`config.mk`:
```
export PLATFORM = sky130hd
export DESIGN_NAME = instr_prefetch_buffer
export DESIGN_NICKNAME = d
export VERILOG_FILES = /design/src/rtl/instr_prefetch_buffer.sv
export SDC_FILE = /design/constraint.sdc
export NUM_CORES = 1
export LEC_CHECK = 0
export CAP_MARGIN = 20
export CORE_UTILIZATION = 40
export DETAILED_ROUTE_END_ITERATION = 8
export HOLD_SLACK_MARGIN = 0.08
export PLACE_DENSITY = 0.68
export REMOVE_ABC_BUFFERS = 1
export SLEW_MARGIN = 20
export SYNTH_ARGS = -nofsm -noshare
export SYNTH_HDL_FRONTEND = slang
export SYNTH_SLANG_ARGS = --single-unit
```
`constraint.sdc`:
```
create_clock -name clk -period 4.1 [get_ports clk]
set_input_delay 0.615 -clock clk [delete_from_list [all_inputs] [get_ports clk]]
set_output_delay 0.615 -clock clk [all_outputs]
set_load 0.03 [all_outputs]
```
`src/rtl/instr_prefetch_buffer.sv`:
```
// Instruction prefetch buffer: issues word-aligned fetches ahead of the CPU,
// queues the returned instructions together with their byte addresses, and
// discards in-flight responses after a redirect.
//
// Optional feature: define PREFETCH_PARITY_EN to check the even-parity bit
// on each response. With it, a bad word sets a sticky parity_error and the
// fetcher parks in ERROR until the next redirect. Without it, bit 32 of the
// response is ignored and parity_error is tied low.

module instr_prefetch_buffer #(
    parameter int          DEPTH    = 4,
    parameter logic [31:0] RESET_PC = 32'h0000_0000
) (
    input  logic        clk,
    input  logic        rst_n,
    input  logic        redirect_valid,
    input  logic [31:0] redirect_pc,
    output logic        mem_req_valid,
    output logic [31:0] mem_req_addr,
    input  logic        mem_req_ready,
    input  logic        mem_rsp_valid,
    input  logic [32:0] mem_rsp_data,
    output logic        out_valid,
    output logic [31:0] out_instr,
    output logic [31:0] out_pc,
    input  logic        out_ready,
    output logic        parity_error
);

    localparam int PW = $clog2(DEPTH);
    localparam int CW = PW + 1;

    localparam logic [CW-1:0] CNT_ONE    = CW'(1);
    localparam logic [PW-1:0] PTR_ONE    = PW'(1);
    localparam logic [CW:0]   DEPTH_W    = (CW+1)'(DEPTH);
    localparam logic [31:0]   RESET_PC_W = {RESET_PC[31:2], 2'b00};

    typedef enum logic [1:0] {
        S_RUN   = 2'd0,
        S_DRAIN = 2'd1
`ifdef PREFETCH_PARITY_EN
        ,
        S_ERROR = 2'd2
`endif
    } state_t;

    state_t        state_q;
    state_t        state_next;

    logic [31:0]   fifo_instr [DEPTH];
    logic [31:0]   fifo_pc    [DEPTH];
    logic [PW-1:0] rd_ptr_q;
    logic [PW-1:0] wr_ptr_q;

    logic [CW-1:0] occ_q;
    logic [CW-1:0] outst_q;
    logic [CW-1:0] outst_next;
    logic [CW-1:0] discard_q;
    logic [CW-1:0] discard_next;
    logic [CW:0]   in_use;

    logic [31:0]   fetch_pc_q;
    logic [31:0]   rsp_pc_q;
    logic [31:0]   redirect_pc_w;

    logic          req_fire;
    logic          pop;
    logic          rsp_deliverable;
    logic          rsp_parity_bad;
    logic          push;

    logic [1:0]    unused_redirect_lsbs;

    assign redirect_pc_w        = {redirect_pc[31:2], 2'b00};
    assign unused_redirect_lsbs = redirect_pc[1:0];

    // Entries held plus entries already promised to in-flight requests.
    assign in_use = {1'b0, occ_q} + {1'b0, outst_q};

    assign mem_req_valid = rst_n && (state_q == S_RUN) && (in_use < DEPTH_W) && !redirect_valid;
    assign mem_req_addr  = fetch_pc_q;
    assign req_fire      = mem_req_valid && mem_req_ready;

    assign out_valid = (occ_q != '0);
    assign out_instr = out_valid ? fifo_instr[rd_ptr_q] : '0;
    assign out_pc    = out_valid ? fifo_pc[rd_ptr_q]    : '0;
    assign pop       = out_valid && out_ready;

    // A response reaches the FIFO only in RUN with nothing left to discard;
    // a response arriving alongside a redirect belongs to the old stream.
    assign rsp_deliverable = mem_rsp_valid && !redirect_valid
                             && (state_q == S_RUN) && (discard_q == '0);
    assign push            = rsp_deliverable && !rsp_parity_bad;

`ifdef PREFETCH_PARITY_EN
    logic perr_q;

    assign rsp_parity_bad = ^mem_rsp_data;
    assign parity_error   = perr_q;

    // Sticky parity fault flag; only reset clears it.
    always_ff @(posedge clk or negedge rst_n) begin
        if (!rst_n) begin
            perr_q <= 1'b0;
        end else if (rsp_deliverable && rsp_parity_bad) begin
            perr_q <= 1'b1;
        end
    end
`else
    logic unused_rsp_parity;

    assign unused_rsp_parity = mem_rsp_data[32];
    assign rsp_parity_bad    = 1'b0;
    assign parity_error      = 1'b0;
`endif

    // In-flight and discard counters for the next cycle.
    always_comb begin
        // NOTE: every output of a combinational block gets a default first so no path leaves it unassigned, which would infer a latch.
        outst_next   = outst_q;
        discard_next = discard_q;
        if (req_fire && !mem_rsp_valid) begin
            outst_next = outst_q + CNT_ONE;
        end else if (!req_fire && mem_rsp_valid) begin
            outst_next = outst_q - CNT_ONE;
        end
        if (redirect_valid) begin
            discard_next = outst_next;
        end else if (mem_rsp_valid && (discard_q != '0)) begin
            discard_next = discard_q - CNT_ONE;
        end
    end

    // Next-state logic: redirect wins from any state.
    always_comb begin
        state_next = state_q;
        if (redirect_valid) begin
            state_next = (outst_next != '0) ? S_DRAIN : S_RUN;
        end else begin
            case (state_q)
                S_RUN: begin
`ifdef PREFETCH_PARITY_EN
                    if (rsp_deliverable && rsp_parity_bad) begin
                        state_next = S_ERROR;
                    end
`endif
                end
                S_DRAIN: begin
                    if (discard_next == '0) begin
                        state_next = S_RUN;
                    end
                end
`ifdef PREFETCH_PARITY_EN
                S_ERROR: state_next = S_ERROR;
`endif
                default: state_next = S_RUN;
            endcase
        end
    end

    // State register and fetch/queue bookkeeping.
    always_ff @(posedge clk or negedge rst_n) begin
        if (!rst_n) begin
            // NOTE: sequential state is updated with non-blocking assignments so every register samples pre-edge values.
            state_q    <= S_RUN;
            fetch_pc_q <= RESET_PC_W;
            rsp_pc_q   <= RESET_PC_W;
            occ_q      <= '0;
            outst_q    <= '0;
            discard_q  <= '0;
            rd_ptr_q   <= '0;
            wr_ptr_q   <= '0;
        end else begin
            state_q   <= state_next;
            outst_q   <= outst_next;
            discard_q <= discard_next;
            if (redirect_valid) begin
                fetch_pc_q <= redirect_pc_w;
                rsp_pc_q   <= redirect_pc_w;
                occ_q      <= '0;
                rd_ptr_q   <= '0;
                wr_ptr_q   <= '0;
            end else begin
                if (req_fire) begin
                    fetch_pc_q <= fetch_pc_q + 32'd4;
                end
                if (push) begin
                    rsp_pc_q <= rsp_pc_q + 32'd4;
                    wr_ptr_q <= wr_ptr_q + PTR_ONE;
                end
                if (pop) begin
                    rd_ptr_q <= rd_ptr_q + PTR_ONE;
                end
                if (push && !pop) begin
                    occ_q <= occ_q + CNT_ONE;
                end else if (!push && pop) begin
                    occ_q <= occ_q - CNT_ONE;
                end
            end
        end
    end

    // FIFO storage write; responses return in order, so rsp_pc_q tags each word.
    always_ff @(posedge clk) begin
        // NOTE: storage is deliberately not reset; the head outputs are gated by occupancy so stale contents never escape.
        if (push) begin
            fifo_instr[wr_ptr_q] <= mem_rsp_data[31:0];
            fifo_pc[wr_ptr_q]    <= rsp_pc_q;
        end
    end

endmodule

```
Word-level counts from Yosys, hierarchy flattened. Memories as Yosys holds them, arrays and structs flattened. Index checks and enable logic that the tools add are counted. Widths: inputs -> output; s select.

Bitwise gates (word level): 0. Equal/unequal tests: 3. Reduce and logical (&&, ||, !) cells: 29. Divide/modulo/power cells: 0. Magnitude comparators: 1. $add $sub $neg: 10. Multiply operators: 0. Multiplexer cells: 23. Shift operators: 0.

Operator list (count): $mux 32 (6); $add 32x3->32 const B (2); $mux 3 (7); $logic_and 1x1->1 (13); $mux 2 (6); $reduce_bool 3->1 (4); $sub 3x1->3 const B (3); $add 3x1->3 const B (2); $logic_not 3->1 (2); $reduce_bool 2->1 (3); $logic_not 1->1 (5); $add 2x1->2 const B (2); $add 3x3->4 (1); $lt 4x3->1 const B (1); $pmux 2 s2 (1); $mux 1 (3); $ne 3x3->1 const B (1); $eq 2x1->1 const B (1); $logic_not 2->1 (1); $ne 2x2->1 const B (1); $reduce_and 2->1 (1).

Bits of input ports: 71. Memory bits (read-only): 0. Output and inout port bits: 99. Register bits: 79. Memory bits (writable): 256. Memories: 2. Bits in latches: 0. Word-level logic and storage cells: 76.

Memories: fifo_instr (depth 4, bits a word 32, read ports 1, clocked after memory_dff 0, write ports 1, RTL line 50) `logic [31:0] fifo_instr [DEPTH];`; fifo_pc (depth 4, bits a word 32, read ports 1, clocked after memory_dff 0, write ports 1, RTL line 51) `logic [31:0] fifo_pc [DEPTH];`.

Longest topological paths before layout. Gate-level depths: netlist of the first run.

Depth in word-level cells: 14. Gate-level depth with buffers: 10. Gate-level depth less buffers: 9.

Worst setup path before layout of the first run. Ideal clock, no wire load.

Path kind: input to register. From: input port mem_rsp_valid. To: memory fifo_instr[0][0], enable pin. Slack: 0.800 ns. Library setup time: 0.427 ns. Data arrival time: 2.873 ns. Required time: 3.673 ns. Stages on the path: 4. Path buffers: 2. Cells stage by stage: buf_4 -> and4bb_2 -> clkbuf_1 -> and3_1.

Word-level cells in the longest chain between the ends: 5.

Ends and longest elaborated chain: start, declared (RTL line 21) `input logic mem_rsp_valid,`; $logic_and 1x1->1 (RTL line 91) `assign rsp_deliverable = mem_rsp_valid && !redirect_valid`; $logic_and 1x1->1 (2 in series) (RTL line 92) `&& (state_q == S_RUN) && (discard_q == '0);`; $mux 1 (RTL line 206) `if (push) begin`; $mux 1 (implied by the code) (RTL line 207) `fifo_instr[wr_ptr_q] <= mem_rsp_data[31:0];`; end, declared (RTL line 50).

No other way between the ends.

Final worst setup path of the first run.
From: register rd_ptr_q[0]. To: output port out_pc[30].

Word-level cells in the longest chain between the ends: 2.

Ends and longest elaborated chain: start, declared (RTL line 52) `logic [PW-1:0] rd_ptr_q;`; start signal, assigned (RTL line 192) `rd_ptr_q <= rd_ptr_q + PTR_ONE;`; $mem_v2 4x32; $mux 32 (RTL line 86) `assign out_pc = out_valid ? fifo_pc[rd_ptr_q] : '0;`; end, declared (RTL line 25) `output logic [31:0] out_pc,`.

No other way between the ends.

==> key figures, run 1 <==
Logic synthesis
  – Main combinational cell family by area after synthesis: simple AND/OR/NAND/NOR gates
  – Most frequent cell after synthesis: edfxtp_1
  – Area share of fa/ha/maj cells after synthesis: approximately 1.2%
  – Synth Area in Simple Gates: 11.4%
  – Mean area per synthesized cell: between 15 and 20 um2
  – Top cells by instance count after synthesis: edfxtp_1, dfrtp_1, and2_1
  – Post-synth EDFFs: 248
  – Post-Syn Area: 13800 um2
  – Synth top area share: between 50% and 60%
  – YS warnings: 0
  – Most used DFF post-synth: edfxtp_1
  – XOR/XNOR Fraction of Synth Area: 2.35%
  – Ranking of synthesized cells by area: edfxtp_1, dfrtp_1, mux4_2, and2_1, nand2_1
  – Area leader, netlist: edfxtp_1
  – Multiplexer share of the synthesized area: ~11%
  – Post-Syn Instances: between 800 and 900
  – Synth unique cells: 60
  – FFs w/ async S/R, synth: 23.0%
  – Compound-cell area share of the yosys netlist: approximately 4.6%
  – Synth Register Bits: ~320
  – Post-synthesis sequential area ratio: between 60% and 70%

Timing
  – Worst slew pin tran: between 900 and 1000 ps
  – Final setup vio count: 0
  – Tmin final: about 3500 ps
  – RSZ-0062 raised after global routing: no
  – Final Slew Violations: 0
  – Setup Skew: 11.3 ps
  – Hold Vio Cnt, Final: 0
  – Setup TNS: 0 ps
  – F_max: roughly 280 MHz
  – Post-route clock period utilization: 85.6%
  – Slew margin rel.: 34.7%

Clock tree
  – Total setup buffers inserted after CTS: 0
  – Total CTS buffers: 35
  – CTS root buf: clkbuf_16
  – Clock Path Buffers: 3
  – Worst-Skew Late Latency: a little over 500 ps
  – CTS H-tree lvls: 2
  – Worst-path clk slew: about 60 ps
  – CTS tree: built
  – Hold_buf cts: 0
  – TritonCTS Sinks: between 300 and 400
  – Post-cts repair resize count: 0

Critical path
  – Critical Path Sink Type: primary output
  – Arrival time of the worst setup path: 2900 ps
  – WP data required: roughly 3500 ps
  – Worst setup path category: reg -> out
  – CP startpoint kind: register
  – Worst-path fanout max: 17
  – Flop-to-flop setup slack: roughly 1500 ps

Min path
  – Worst hold path type: in -> async

Global routing
  – Initial antenna violation count: 0
  – Largest net degree at the start of global routing: between 70 and 80
  – First-pass GRT wire length: approximately 48 mm
  – Total grt overflow: 0
  – Total track usage: between 10% and 20%
  – Number of global-route vias before repair: ~8200

Power
  – PD cells: 615 nW/um2
  – Max VDD drop: between 0.0003 and 0.0004 V
  – P_leak: ~5.7 nW

Floorplan
  – Die Span X: roughly 190 um
  – Initial Utilization: between 40% and 50%
  – Row cnt: 67
  – Core area: about 34000 um2
  – Ports: 170
  – Die area: between 30000 and 40000 um2
  – Die height: 188 um

Routing
  – DR vias: 8087
  – DRC Markers: 0
  – Routed WL: 30.5 mm
  – WL/cell: slightly above 20 um
  – DRT antenna net count: 0
  – DRT iter0 DRCs: 588
  – First-pass DRT Iterations: 5
  – Via density: about 5.3

Final layout
  – Final nets: 1122
  – Layout area overhead: 23.7%
  – Layout fillers: 2797
  – Fraction of layout cells with a size suffix above 1: 15.7%
  – Final Cell Area: around 17000 um2
  – Inserted Diodes: 0
  – FF/Latch Area: 9300 um2
  – Multi-input gate area: roughly 4200 um2

Place
  – Final HPWL DP: 19.5 mm
  – Port Buffers: about 160
  – Placed Area: between 15000 and 20000 um2
  – Routability congestion estimate: ~0.82

Run status
  – Outcome: finished clean

Run
  – Max cap viols: 0
where the power goes:
part	switching, mW	internal, mW	leakage, nW	total [mW]
clock	1.23	1.83	0.554	3.06
combinational	1.97	1.60	2.05	3.57
sequential	0.219	3.67	3.13	3.89
total	3.42	7.10	5.74	10.5
cell families after synthesis:
group | Yosys count
and+or+nand+nor | 264
other | 1
buffers and inverters | 64
DFF | 322
adders and majority gates | 13
AOI/OAI and AO/OA | 99
xor gates and xnor gates | 37
muxes | 70
worst paths after layout:
| path | depth (start not counted) | to | from |
|---|---|---|---|
| max in group asynchronous | 2 | rd_ptr_q[0] | rst_n |
| worst min-delay path | 2 | rsp_pc_q[28] | rst_n |
| worst max register to register | 6 | state_q[0] | occ_q[2] |
| worst max-delay path | 4 | out_pc[30] | rd_ptr_q[0] |
| worst min register to register | 1 | outst_q[2] | outst_q[2] |
| min in group clk | 1 | outst_q[2] | outst_q[2] |
flip-flops by register name, summed over array words and instances (netlist names):
name          cells
rsp_pc_q         30
outst_q           3
occ_q             3
wr_ptr_q          2
rd_ptr_q          2
state_q           1
fifo_instr      128
mem_req_addr     30
fifo_pc         120
discard_q         3
routing by layer:
metal | up-vias | wire, um | track usage, %
met5 | - | 0 | 0
met4 | 0 | 609 | 4.72
met3 | 52 | 2010 | 3.84
met2 | 258 | 14600 | 28.4
met1 | 4079 | 13300 | 24.0
li1 | 3698 | - | -
worst max-delay path: stages, from the launching register on:
cell and delay [ps]:
dfrtp_4 610, buf_4 420, mux4_2 580, and2_1 180
clkdlybuf4s50_1 580
final cells by class:
| type | instances | share of cell area, % |
|---|---|---|
| multi-input combinational | 488 | 24.8 |
| tap | 448 | 3.28 |
| sequential | 322 | 54.4 |
| clock inverter | 15 | 0.739 |
| inverter | 14 | 0.308 |
| timing repair buffer | 177 | 10.6 |
| clock buffer | 48 | 5.84 |
through the flow:
step / utilization, % / std cells / power, mW / hold WS, ps / setup slack (ps)
after global placement: 47.3 / 1449 / 7.55 / 531 / 1030
after detailed placement: 47.3 / 1449 / 7.59 / 533 / 980
final: 50.6 / 1512 / 10.5 / 409 / 589
after floorplan: - / 824 / 6.11 / 319 / 50.2
after global routing: 50.6 / 1512 / 11.0 / 481 / 418
after CTS: 50.6 / 1512 / 10.7 / 430 / 489
layout by cell type (no fill, tap or decap), drive strengths merged, types with 9 or more instances in the layout:
| cell type | n |
|---|---|
| a31oi | 9 |
| nand4 | 18 |
| ha | 12 |
| clkdlybuf4s50 | 159 |
| o21ai | 42 |
| dfrtp | 74 |
| nor2 | 22 |
| clkbuf | 48 |
| nand2 | 59 |
| o311ai | 11 |
| xnor2 | 22 |
| nand3 | 34 |
| mux4 | 62 |
| buf | 18 |
| and4 | 13 |
| and2 | 68 |
| o211ai | 15 |
| xor2 | 15 |
| nor3 | 12 |
| clkinv | 12 |
| and3 | 15 |
| edfxtp | 248 |
| inv | 14 |
(Power assumes the default switching activity.)
==> run 2, diff against run 1 <==
Settings changed: GPL_TIMING_DRIVEN from default to 1, PLACE_DENSITY 0.68 to default.
==> key figures, run 2 (synthesized netlist as in run 1, its figures left out) <==
Run status
  – Outcome: finished clean (unchanged)

Critical path
  – CP delay by family, top: simple AND/OR/NAND/NOR gates (was buffers and inverters)
  – Reg2reg path depth: 8 (was 6)
  – Arrival time of the worst setup path: 2930 ps (was 2900 ps)
  – Critical-path top delay cell: or3_2 (was dfrtp_4)
  – WP data required: 3480 ps (about the same)
  – CP startpoint kind: register (unchanged)
  – Cell chain of the critical path: or3_2 -> buf_12 -> and2_1 -> clkdlybuf4s50_1 (was buf_4 -> mux4_2 -> and2_1 -> clkdlybuf4s50_1)
  – Critical Path Sink Type: primary output (unchanged)
  – WP depth: 4 (unchanged)
  – Worst setup path category: reg -> out (unchanged)
  – Slowest cell delay on critical path: 880 ps (was 610 ps)
  – CP bufs+invs: 2 (unchanged)
  – Worst-path fanout max: 44 (was 17)

Final layout
  – Commonest cells after routing, fill and taps aside: edfxtp_1, clkdlybuf4s50_1, dfrtp_1 (unchanged)
  – Layout area overhead: 24.6% (was 23.7%)
  – Inserted Diodes: 0 (unchanged)
  – Final Cell Area: 17200 um2 (was 17100 um2)
  – FF/Latch Area: 9300 um2 (unchanged)
  – Layout fillers: 2820 (was 2797)
  – Commonest non-fill, non-tap cell in the layout: edfxtp_1 (unchanged)
  – Top flop regs: fifo_instr: 128 flops, fifo_pc: 120 flops (unchanged)
  – Largest Register: fifo_instr (unchanged)
  – Multi-input gate area: 4240 um2 (unchanged)
  – Non-filler cells, final: 1521 (was 1512)
  – Max reg flops: 128 (unchanged)
  – Fraction of layout cells with a size suffix above 1: 16.7% (was 15.7%)
  – Final nets: 1130 (was 1122)

Min path
  – Worst hold path type: in -> async (unchanged)

Place
  – Final HPWL DP: 19.7 mm (was 19.5 mm)
  – # placed instances: 1455 (was 1449)
  – Routability congestion estimate: 0.805 (was 0.821)
  – Port Buffers: 161 (unchanged)
  – Placed Area: 16000 um2 (about the same)

Floorplan
  – Die area: 35300 um2 (unchanged)
  – Die Span X: 188 um (unchanged)
  – Die height: 188 um (unchanged)
  – Ports: 170 (unchanged)
  – Row cnt: 67 (unchanged)
  – Initial Utilization: 40.9% (unchanged)
  – Core area: 33800 um2 (unchanged)

Timing
  – Tmin final: 3550 ps (was 3510 ps)
  – Hold Vio Cnt, Final: 0 (unchanged)
  – Setup Skew: 14.5 ps (was 11.3 ps)
  – Post-route clock period utilization: 86.5% (was 85.6%)
  – Setup TNS: 0 ps (unchanged)
  – F_max: 282 MHz (was 285 MHz)
  – Final setup vio count: 0 (unchanged)
  – Final Slew Violations: 0 (unchanged)
  – Slew margin rel.: 39.3% (was 34.7%)
  – Worst slew pin tran: 910 ps (was 980 ps)
  – RSZ-0062 raised after global routing: no (unchanged)

Clock tree
  – Total CTS buffers: 36 (was 35)
  – TritonCTS Sinks: 322 (unchanged)
  – Worst-path clk slew: 60 ps (about the same)
  – CTS tree: built (unchanged)
  – Worst-Skew Late Latency: 520 ps (was 510 ps)
  – Total setup buffers inserted after CTS: 0 (unchanged)
  – Clock Path Buffers: 3 (unchanged)
  – CTS H-tree lvls: 2 (unchanged)
  – CTS root buf: clkbuf_16 (unchanged)

Global routing
  – Total grt overflow: 0 (unchanged)
  – First-pass GRT wire length: 47.3 mm (was 47.5 mm)
  – Largest net degree at the start of global routing: 67 (was 75)
  – Total track usage: 17.5% (was 17.6%)
  – Number of global-route vias before repair: 8023 (was 8162)
  – Initial antenna violation count: 0 (unchanged)

Routing
  – WL/cell: 20.0 um (was 20.1 um)
  – DR vias: 8029 (was 8087)
  – DRC Markers: 0 (unchanged)
  – DRT iter0 DRCs: 523 (was 588)
  – First-pass DRT Iterations: 4 (was 5)
  – Via density: 5.28 (was 5.35)
  – Routed WL: 30.5 mm (about the same)
  – DRT antenna net count: 0 (unchanged)

Run
  – Max cap viols: 0 (unchanged)

Power
  – Internal power: 7.13 mW (was 7.10 mW)
  – Gate power share: 33.4% (was 33.9%)
  – P_sw: 3.46 mW (was 3.42 mW)
  – Max VDD drop: 0.000425 V (was 0.000367 V)
  – Sequential power share: 36.8% (was 37.0%)
  – Switching share of power: 32.6% (was 32.5%)
  – Clk pwr share: 29.7% (was 29.1%)
  – Overall Power: 10.6 mW (was 10.5 mW)
  – P_leak: 5.80 nW (was 5.74 nW)
  – PD cells: 615 nW/um2 (about the same)
## run 2: changes by cell type in the layout (fill, tap and decap cells not counted), sizes merged
| cell | change |
|---|---|
| clkbuf | +2 |
| buf | +6 |
| dlygate4sd3 | +1 |
| inv | +2 |
| bufinv | -1 |
| clkinv | -1 |
## run 2: path summary, 6_finish.rpt
check,start,end,slack (ps)
worst max register to register,occ_q[1],occ_q[2],1360
max in group asynchronous,rst_n,rd_ptr_q[0],2480
worst max-delay path,occ_q[1],out_pc[17],550
min in group clk,outst_q[2],outst_q[2],540
worst min-delay path,rst_n,mem_req_addr[26],450
worst min register to register,outst_q[2],outst_q[2],540
## run 2: power groups by stage
| stage | combinational, mW | clock (mW) | sequential (mW) |
|---|---|---|---|
| after floorplan | 2.05 | 0 | 4.06 |
| final | 3.54 | 3.15 | 3.90 |
| after CTS | 3.62 | 3.23 | 3.90 |
| after detailed placement | 3.61 | 0 | 3.97 |
| after global routing | 3.79 | 3.36 | 3.93 |
| after global placement | 3.60 | 0 | 3.97 |
## run 2: final cells by class
cell class              count  area share, %
clock buffers              50           6.01
clock inverters            15          0.800
inverters                  14          0.305
multi-input cells         488           24.6
flip-flops and latches    322           54.1
well taps                 448           3.26
repair buffers            184           10.9
## run 2: timing repair
item	CTS	global route
hold endpoints to repair	8	0
resized for setup	0	0
hold buffers	1	0
## run 2: metrics by stage
stage          utilization [%]  hold WS [ps]  worst slack [ps]
2_1_floorplan                -           319              50.2
3_3_place_gp              47.4           455              1010
3_5_place_dp              47.4           453               975
4_1_cts                   50.9           434               468
5_1_grt                   50.9           472               413
6_report                  50.9           449               553
## run 2: layer usage
layer | share of wire [%] | vias up | wire, um | track usage, %
met2 | 48 | 214 | 14700 | 28.4
li1 | - | 3724 | - | -
met5 | 0 | - | 0 | 0
met3 | 4.8 | 43 | 1450 | 3.35
met1 | 45 | 4048 | 13800 | 24.1
met4 | 1.9 | 0 | 566 | 4.28
## run 2: worst reg2reg max path, cell delays in order (launching register included)
cell	delay [ps]
dfrtp_1	410
or3_2	710
nand2_1	270
and3_1	260
fa_1	400
nand4_1	110
a21boi_0	230
xor2_1	170
nor2_1	60
